`src/rtl/patrol_controller.sv`:
```
// Patrol controller: sweeps a pan mechanism between 0 and POS_MAX with a
// fixed step cadence, accepts manual left/right requests, and raises an
// alarm on intrusion that holds for ALARM_HOLD cycles after the sensor clears.
//
// Step pulses: l_out / r_out are one-cycle, mutually exclusive pulses that
// the movement block consumes unconditionally (no back-pressure). pos is
// updated on the same edge that raises the pulse, so pos always reflects
// the pulse currently visible.
module patrol_controller #(
    parameter int POS_MAX    = 7,
    parameter int STEP_GAP   = 4,
    parameter int ALARM_HOLD = 8
) (
    input  logic                         clk,
    input  logic                         reset,
    input  logic                         en,
    input  logic                         a,
    input  logic                         l_req,
    input  logic                         r_req,
    output logic                         l_out,
    output logic                         r_out,
    output logic                         y,
    output logic [$clog2(POS_MAX+1)-1:0] pos,
    output logic [1:0]                   state
);

    localparam int PW = $clog2(POS_MAX + 1);
    localparam int GW = (STEP_GAP > 1) ? $clog2(STEP_GAP) : 1;
    localparam int HW = (ALARM_HOLD > 1) ? $clog2(ALARM_HOLD) : 1;

    localparam logic [PW-1:0] POS_TOP   = PW'(POS_MAX);
    localparam logic [GW-1:0] GAP_LAST  = GW'(STEP_GAP - 1);
    localparam logic [HW-1:0] HOLD_LOAD = HW'(ALARM_HOLD - 1);

    typedef enum logic [1:0] {
        IDLE  = 2'b00,
        SWEEP = 2'b01,
        ALARM = 2'b10,
        COOL  = 2'b11
    } state_t;

    state_t          state_q, state_d;
    logic [PW-1:0]   pos_d;
    logic            dir_q, dir_d;      // auto-sweep direction: 0 = right, 1 = left
    logic [GW-1:0]   gap_q, gap_d;
    logic [HW-1:0]   hold_q, hold_d;
    logic            l_d, r_d, y_d;
    logic            manual;
    logic            go_left;

    // The state encoding is the externally visible state code.
    assign state = state_q;

    // Manual request wins only when exactly one side is asked for.
    assign manual  = l_req ^ r_req;
    assign go_left = manual ? l_req : dir_q;

    // State and datapath registers; every output comes straight from here.
    always_ff @(posedge clk or posedge reset) begin
        if (reset) begin
            state_q <= IDLE;
            pos     <= '0;
            dir_q   <= 1'b0;
            gap_q   <= '0;
            hold_q  <= '0;
            l_out   <= 1'b0;
            r_out   <= 1'b0;
            y       <= 1'b0;
        end else begin
            state_q <= state_d;
            pos     <= pos_d;
            dir_q   <= dir_d;
            gap_q   <= gap_d;
            hold_q  <= hold_d;
            l_out   <= l_d;
            r_out   <= r_d;
            y       <= y_d;
        end
    end

    // Next-state, step scheduling and alarm hold logic.
    always_comb begin
        state_d = state_q;
        pos_d   = pos;
        dir_d   = dir_q;
        gap_d   = gap_q;
        hold_d  = hold_q;
        l_d     = 1'b0;
        r_d     = 1'b0;

        case (state_q)
            IDLE: begin
                gap_d = '0;
                if (a) begin
                    state_d = ALARM;
                end else if (en) begin
                    state_d = SWEEP;
                end
            end

            SWEEP: begin
                if (a) begin
                    // Intrusion beats any step slot on the same edge.
                    state_d = ALARM;
                    gap_d   = '0;
                end else if (!en) begin
                    state_d = IDLE;
                    gap_d   = '0;
                end else if (gap_q != GAP_LAST) begin
                    gap_d = gap_q + 1'b1;
                end else begin
                    gap_d = '0;
                    if (go_left) begin
                        if (pos != '0) begin
                            pos_d = pos - 1'b1;
                            l_d   = 1'b1;
                            if (!manual && pos == PW'(1)) begin
                                dir_d = 1'b0;
                            end
                        end else if (!manual) begin
                            // Auto sweep blocked at the low end turns around.
                            dir_d = 1'b0;
                        end
                    end else begin
                        if (pos != POS_TOP) begin
                            pos_d = pos + 1'b1;
                            r_d   = 1'b1;
                            if (!manual && pos == POS_TOP - 1'b1) begin
                                dir_d = 1'b1;
                            end
                        end else if (!manual) begin
                            // Auto sweep blocked at the high end turns around.
                            dir_d = 1'b1;
                        end
                    end
                end
            end

            ALARM: begin
                gap_d = '0;
                if (!a) begin
                    state_d = COOL;
                    hold_d  = HOLD_LOAD;
                end
            end

            COOL: begin
                gap_d = '0;
                if (a) begin
                    state_d = ALARM;
                end else if (hold_q == '0) begin
                    state_d = en ? SWEEP : IDLE;
                end else begin
                    hold_d = hold_q - 1'b1;
                end
            end

            default: begin
                state_d = IDLE;
            end
        endcase

        y_d = (state_d == ALARM) || (state_d == COOL);
    end

endmodule
```
`config.mk`:
```
export PLATFORM = sky130hd
export DESIGN_NAME = patrol_controller
export DESIGN_NICKNAME = d
export VERILOG_FILES = /design/src/rtl/patrol_controller.sv
export SDC_FILE = /design/constraint.sdc
export NUM_CORES = 1
export LEC_CHECK = 0
export BUFFER_PORTS_ARGS = -buffer_cell sky130_fd_sc_hd__buf_4
export CAP_MARGIN = 20
export CORE_MARGIN = 3
export CORE_UTILIZATION = 40
export CTS_CLUSTER_SIZE = 20
export DETAILED_ROUTE_END_ITERATION = 10
export GPL_TIMING_DRIVEN = 0
export HOLD_SLACK_MARGIN = 0.1
export PLACE_DENSITY_LB_ADDON = 0.1
export SLEW_MARGIN = 10
export SYNTH_ARGS = -nofsm -noshare
export SYNTH_HDL_FRONTEND = slang
export SYNTH_SLANG_ARGS = --single-unit
export TNS_END_PERCENT = 30
```
`constraint.sdc`:
```
create_clock -name clk -period 2.9 [get_ports clk]
set_input_delay 0.145 -clock clk [delete_from_list [all_inputs] [get_ports clk]]
set_output_delay 0.145 -clock clk [all_outputs]
set_load 0.005 [all_outputs]
```
==> impl_summary.txt, run 1 <==
----------------------------------------------------
[Setup path]
  Slowest cell on the critical path ... dlygate4sd3_1
  Worst reg2reg endpoint ... state[0]
  Crit-path max FO ... 5
  Crit Path Class ... reg -> reg
  Nature of the critical path startpoint ... flop
  Depth of the worst register-to-register path ... 6
  Data arrival time of the worst path ... around 1.9 ns
  Capturing element type of the critical path ... flop
  CP Data Required Time ... around 3 ns
  Capturing instance or port of the critical path ... state[0]
  Dominant delay contributor by cell family on the critical path ... buffers and inverters
  Bufs and invs on worst path ... 2
  Number of gates on the worst path with buffers counted ... 6
  Largest stage delay on the critical path ... 0.56 ns
  Worst reg2reg setup slack ... between 1 and 1.5 ns
  Start point of the critical path ... hold_q[0]
  Reg-to-reg startpoint ... hold_q[0]
  Ordered list of cells on the worst path ... inv_1 -> ha_1 -> nand2_1 -> o21ai_1 -> a21oi_1 -> dlygate4sd3_1

[CTS]
  CTS clock-pin slew for the worst setup and hold paths ... roughly 0.07 ns
  Maximum level of the CTS H-tree ... 1
  Quantity of gates resized following cts ... 0
  Total of hold buffers inserted after clock tree synthesis ... 3
  Number of clock sinks ... 14
  Insertion delay to the later sink of the worst-skew pair ... around 0.27 ns
  Number of CTS-inserted buffers ... 3
  CTS max path bufs ... 2
  # Post-CTS Setup Buffers ... 0
  Library cell used as clock root buffer ... clkbuf_4
  CTS tree ... yes

[Finish]
  Post-layout net count ... 112
  Layout filler cell count ... around 180
  Storage element area ... ~350 µm²
  Layout cell share with drive strength beyond 1 ... 0.2316
  Multi-input combinational cell area ... approximately 420 µm²
  Number of antenna repair diodes ... 0
  Area added between synthesis and finish ... 22.94%
  Post-route cell area ... slightly below 1000 µm²
  Most frequent cells in the layout ... dfrtp_1 (14), buf_4 (13), ha_1 (9)
  Leading cell type in the layout, fill and taps excluded ... dfrtp_1

[Place]
  Worst slack at placement ... approximately 1.3 ns
  Post-place instance area ... between 900 and 1000 µm²
  Detailed placement HPWL ... 1067 µm
  Routability congestion estimate ... approximately 0.79
  IO Port Bufs ... 13

[Yosys]
  Register bit count reported by yosys ... 14
  Number of distinct library cells after synthesis ... 28
  Ys async rst share ... 1.000
  Avg Synthesized Cell Area ... between 10 and 15 µm²
  Number of instances in the synthesized netlist ... 76
  Number of enable flip-flop cells after synthesis ... 0
  Warnings from Yosys ... 0
  Area of the mapped netlist ... between 700 and 800 µm²
  Top area cells in the synthesized netlist ... dfrtp_1 (44%), ha_1 (14%), nand2b_1 (3.2%)
  Biggest area consumer among synthesized cells ... dfrtp_1
  Ys flop type ... dfrtp_1
  Total nets after synthesis ... between 90 and 100
  Share of the yosys chip area belonging to registers ... 0.4430
  Area fraction of the dominant cell type after synthesis ... 0.4430

[Detailed routing]
  Wirelength per Cell ... around 11 µm
  Avg Vias per Cell ... between 4 and 5
  Total number of vias ... roughly 580
  Drt first pass iters ... 3
  Routed Wire Length ... 1376 µm
  Residual DRC count ... 0
  Initial detailed-routing violation count ... 7
  Antenna Nets Post-Route ... 0

[GRT]
  Number of global-route vias before repair ... between 500 and 600
  Wire length of the first global-routing pass ... about 2400 µm
  Largest net degree at the start of global routing ... 15
  Global route total overflow ... 0
  Initial antenna violation count ... 0
  Tot GR Track Use ... 0.1284

[STA]
  Worst Max-Slew Pin Slew ... approximately 0.5 ns
  Hold Violations, Final ... 0
  Final WS setup ... between 1 and 1.5 ns
  Max Clock Skew ... between 0.0003 and 0.0004 ns
  Worst slew margin ... 0.6663
  Setup repair after global routing missed its margin ... no
  Setup violations, final ... 0
  Post-route minimum period ... 1.715 ns
  Fmax ... 583.3 MHz
  Number of pins exceeding their max-slew limit in the final report ... 0
  Tcrit/Tclk final ... 0.5912
  WHS ... between 0.3 and 0.4 ns
  Setup Total Neg Slack ... 0 ns

[Power and ir drop]
  Largest vdd supply drop ... about 0.28 mV
  Leak pwr ... about 0.48 nW
  Pwr Density ... 357.9 nW/µm²
  Overall power ... between 0.3 and 0.4 mW

[Die]
  Effective utilization at floorplan ... 0.4389
  Number of standard-cell rows in the floorplan ... 15
  I/O pin cnt ... 14
  Core area ... ~1800 µm²
  Die width ... between 50 and 60 µm
  Die area ... about 2500 µm²
  Vert. Die Dim ... around 50 µm

[Run]
  Number of max-capacitance violations reported ... 0

[Worst hold path]
  Worst hold path stage count ... 4
  Worst hold path type ... in -> reg

[Outcome]
  Status ... completed

----------------------------------------------------
==> registers in the layout, summed over array words and instances (netlist names) <==
name,count
gap_q,2
y,1
state,2
l_out,1
dir_q,1
pos,3
hold_q,3
r_out,1
==> worst min path at each step <==
stage          start   endpoint  slack (ns)
2_1_floorplan  reset      dir_q        0.03
3_3_place_gp   reset  hold_q[1]        0.22
3_5_place_dp   reset  hold_q[1]        0.22
4_1_cts        l_req      dir_q        0.33
5_1_grt        l_req      dir_q        0.35
6_report       l_req      dir_q        0.34
==> worst reg2reg max path, stage by stage, from the launching register on <==
cell,delay [ns]
dfrtp_1,0.38
inv_1,0.08
ha_1,0.14
nand2_1,0.04
o21ai_1,0.29
a21oi_1,0.11
dlygate4sd3_1,0.56
==> final cells by class <==
class	count	area share
Multi-Input combinational cell	56	0.4299
Tap cell	25	0.03218
Inverter	6	0.02317
Clock buffer	3	0.02317
Sequential cell	14	0.3604
Timing Repair Buffer	16	0.1313
==> routing by layer <==
layer  wire (µm)  vias to the layer above  part of all wire  track usage
met3          87                        0             0.063      0.06825
met4           0                        0                 0      0.02691
met2         566                       10              0.41       0.1826
met1         722                      260              0.52       0.1723
met5           0                        -                 0            0
li1            -                      308                 -            -
==> metrics by stage <==
| step | utilization | std cells |
|---|---|---|
| global route | 0.5396 | 120 |
| floorplan | - | 76 |
| CTS | 0.5396 | 120 |
| global placement | 0.5104 | 114 |
| detailed placement | 0.5104 | 114 |
| finish | 0.5396 | 120 |
==> synthesized netlist by cell type (2+ instances only) <==
cell type	count
o21ai_1	4
ha_1	9
dfrtp_1	14
a31oi_1	2
inv_1	6
nor3_1	4
a21oi_1	4
nor4b_1	2
nand2_1	3
nand2b_1	4
nor2_1	6
nor2b_1	2
==> cells by family after synthesis <==
group | Yosys count | share of synthesized area
compound gates | 19 | 0.1646
xor+xnor | 1 | 0.01108
fa+ha+maj | 9 | 0.1424
buf+inv | 6 | 0.02848
flops | 14 | 0.4430
mux | 1 | 0.01424
simple gates | 26 | 0.1962
==> report_power, final <==
part	switching (mW)	leakage (nW)	internal [mW]
sequential	0.00465	0.160	0.201
clock	0.0534	0.0138	0.0481
combinational	0.0198	0.311	0.0207
total	0.0778	0.485	0.270
Note: power is estimated with default switching activity, not from simulation.
==> run 2: changes to the inputs <==
==> constraint.sdc (replaced) <==
create_clock -name clk -period 1.65 [get_ports clk]
set_input_delay 0.0825 -clock clk [delete_from_list [all_inputs] [get_ports clk]]
set_output_delay 0.0825 -clock clk [all_outputs]
set_load 0.005 [all_outputs]
==> run 2 against run 1 <==
Effect of this change:
- clock power increased by 79%
- first-iteration DRC count unchanged
- total power increased by 77%
- die area unchanged
- core utilization increased by 0.69 points
- non-clock buffer count unchanged
- largest cell class unchanged
- largest power group unchanged
==> impl_summary.txt, run 2 (synthesis gave the netlist of run 1 again) <==
----------------------------------------------------
[Detailed routing]
  Initial detailed-routing violation count ... 7 (unchanged)
  Routed Wire Length ... 1390 µm (was 1376 µm)
  Antenna Nets Post-Route ... 0 (unchanged)
  Wirelength per Cell ... 11.58 µm (was 11.47 µm)
  Drt first pass iters ... 4 (was 3)
  Total number of vias ... 575 (was 578)
  Avg Vias per Cell ... 4.792 (was 4.817)
  Residual DRC count ... 0 (unchanged)

[Finish]
  Area added between synthesis and finish ... 24.53% (was 22.94%)
  Number of antenna repair diodes ... 0 (unchanged)
  Post-layout net count ... 112 (unchanged)
  Leading cell type in the layout, fill and taps excluded ... dfrtp_1 (unchanged)
  Most frequent cells in the layout ... dfrtp_1 (14), buf_4 (13), ha_1 (8) (was dfrtp_1 (14), buf_4 (13), ha_1 (9))
  Top Registers ... hold_q: 3 flops, pos: 3 flops (unchanged)
  Layout cell share with drive strength beyond 1 ... 0.2632 (was 0.2316)

[Die]
  Core area ... 1802 µm² (unchanged)
  Vert. Die Dim ... 50.46 µm (unchanged)
  Effective utilization at floorplan ... 0.4389 (unchanged)
  I/O pin cnt ... 14 (unchanged)
  Die width ... 50.46 µm (unchanged)
  Number of standard-cell rows in the floorplan ... 15 (unchanged)
  Die area ... 2546 µm² (unchanged)

[CTS]
  Library cell used as clock root buffer ... clkbuf_4 (unchanged)
  # Post-CTS Setup Buffers ... 0 (unchanged)
  Number of CTS-inserted buffers ... 3 (unchanged)
  CTS clock-pin slew for the worst setup and hold paths ... 0.07 ns (about the same)
  Insertion delay to the later sink of the worst-skew pair ... 0.27 ns (about the same)
  CTS max path bufs ... 2 (unchanged)
  Number of clock sinks ... 14 (unchanged)
  Maximum level of the CTS H-tree ... 1 (unchanged)
  CTS tree ... yes (unchanged)

[Worst hold path]
  Worst hold path type ... in -> reg (unchanged)
  Min-Delay Startpoint ... l_req (unchanged)
  Worst hold path endpoint ... dir_q (unchanged)
  Worst hold path stage count ... 4 (unchanged)

[Setup path]
  Worst reg2reg endpoint ... dir_q (was state[0])
  Slowest cell on the critical path ... dfrtp_1 (was dlygate4sd3_1)
  Reg-to-reg startpoint ... pos[0] (was hold_q[0])
  Crit-path max FO ... 5 (unchanged)
  Worst reg2reg setup slack ... 0.13 ns (was 1.19 ns)
  Crit Path Class ... reg -> reg (unchanged)
  Largest stage delay on the critical path ... 0.41 ns (was 0.56 ns)
  Data arrival time of the worst path ... 1.72 ns (was 1.87 ns)
  CP Data Required Time ... 1.85 ns (was 3.06 ns)
  Depth of the worst register-to-register path ... 6 (unchanged)
  Ordered list of cells on the worst path ... ha_1 -> ha_2 -> a211o_1 -> nand3_1 -> o21ai_0 -> a31oi_1 (was inv_1 -> ha_1 -> nand2_1 -> o21ai_1 -> a21oi_1 -> dlygate4sd3_1)
  Nature of the critical path startpoint ... flop (unchanged)
  Capturing element type of the critical path ... flop (unchanged)

[Power and ir drop]
  Internal Power ... 0.4750 mW (was 0.2702 mW)
  Leak pwr ... 0.4838 nW (was 0.4845 nW)
  Sequential Power Share ... 0.589 (was 0.592)
  Largest vdd supply drop ... 0.4931 mV (was 0.2815 mV)
  Pwr Density ... 623.9 nW/µm² (was 357.9 nW/µm²)
  Portion of total power attributed to combinational logic ... 0.117 (was 0.116)
  Net Switching ... 0.1393 mW (was 0.07779 mW)
  Overall power ... 0.6143 mW (was 0.3480 mW)
  Part of the power in the clock network ... 0.294 (was 0.292)
  Switching portion of total power ... 0.2267 (was 0.2236)

[Outcome]
  Status ... completed (unchanged)

[GRT]
  Initial antenna violation count ... 0 (unchanged)
  Wire length of the first global-routing pass ... 2339 µm (was 2408 µm)
  Number of global-route vias before repair ... 542 (was 566)
  Tot GR Track Use ... 0.1253 (was 0.1284)
  Global route total overflow ... 0 (unchanged)
  Largest net degree at the start of global routing ... 15 (unchanged)

[Place]
  IO Port Bufs ... 13 (unchanged)
  Detailed placement HPWL ... 1067 µm (unchanged)
  Routability congestion estimate ... 0.7862 (unchanged)

[STA]
  Setup violations, final ... 0 (unchanged)
  Fmax ... 659.8 MHz (was 583.3 MHz)
  Post-route minimum period ... 1.516 ns (was 1.715 ns)
  WHS ... 0.2778 ns (was 0.3367 ns)
  Number of pins exceeding their max-slew limit in the final report ... 0 (unchanged)
  Worst Max-Slew Pin Slew ... 0.5032 ns (was 0.5001 ns)
  Setup repair after global routing missed its margin ... no (unchanged)
  Max Clock Skew ... 0.002624 ns (was 0.0003270 ns)
  Setup Total Neg Slack ... 0 ns (unchanged)
  Hold Violations, Final ... 0 (unchanged)
  Worst slew margin ... 0.6642 (was 0.6663)
  Tcrit/Tclk final ... 0.9185 (was 0.5912)

[Run]
  Number of max-capacitance violations reported ... 0 (unchanged)

----------------------------------------------------
## run 2: cell count changes in the layout (fill, tap and decap cells not counted)
cell | before | now
ha_1 | 9 | 8
ha_2 | 0 | 1
nor2_1 | 6 | 5
nor2_2 | 0 | 1
nor2b_1 | 2 | 1
nor2b_4 | 0 | 1
## run 2: area by class of cell
| type | instances | area [µm²] |
|---|---|---|
| Timing Repair Buffer | 16 | 127.6 |
| Fill cell | 178 | 817.0 |
| Tap cell | 25 | 31.28 |
| Inverter | 6 | 22.52 |
| Clock buffer | 3 | 22.52 |
| Sequential cell | 14 | 350.3 |
| Multi-Input combinational cell | 56 | 430.4 |
## run 2: metal layers
metal | GRT usage | vias up | wire [µm]
li1 | - | 309 | -
met4 | 0.02691 | 0 | 0
met3 | 0.06825 | 0 | 87
met2 | 0.1783 | 10 | 558
met5 | 0 | - | 0
met1 | 0.1667 | 256 | 744
## run 2: stage by stage
step                instances  utilization  setup slack (ns)  cell area [µm²]
global route              120       0.5465          0.008947            984.7
global placement          114       0.5104           0.05223            919.6
finish                    120       0.5465            0.1345            984.7
floorplan                  76            -            0.1793            790.8
CTS                       120       0.5396           0.01858            972.2
detailed placement        114       0.5104           0.06138            919.6
## run 2: repair_timing
action | in CTS | in global routing
hold endpoints to repair | 17 | 0
resized for setup | 0 | 4
hold buffers | 3 | 0
endpoints found under the setup margin | 0 | 3
## run 2: worst max path at each step
stage,startpoint,end,slack (ns),cells past startpoint
after global placement,pos[0],pos[1],0.05,6
after detailed placement,pos[0],pos[1],0.06,6
after CTS,pos[0],pos[1],0.02,6
after global routing,pos[0],pos[1],0.009,6
final,pos[0],dir_q,0.13,6
after floorplan,pos[0],dir_q,0.18,6
## run 2: power groups by stage
stage	Clock (mW)	Sequential, mW	Combinational (mW)
after floorplan	0	0.367	0.0445
after global placement	0	0.368	0.0644
after detailed placement	0	0.369	0.0672
after CTS	0.192	0.362	0.0726
after global routing	0.213	0.364	0.0825
final	0.181	0.362	0.0718
## run 2: critical path: cells and delay by family (launching register included)
kind,cells,cell delay (ns)
AO/OA/AOI/OAI,3,0.50
adder cells (fa/ha/maj),2,0.43
AND/OR/NAND/NOR,1,0.09
flip-flops,1,0.41
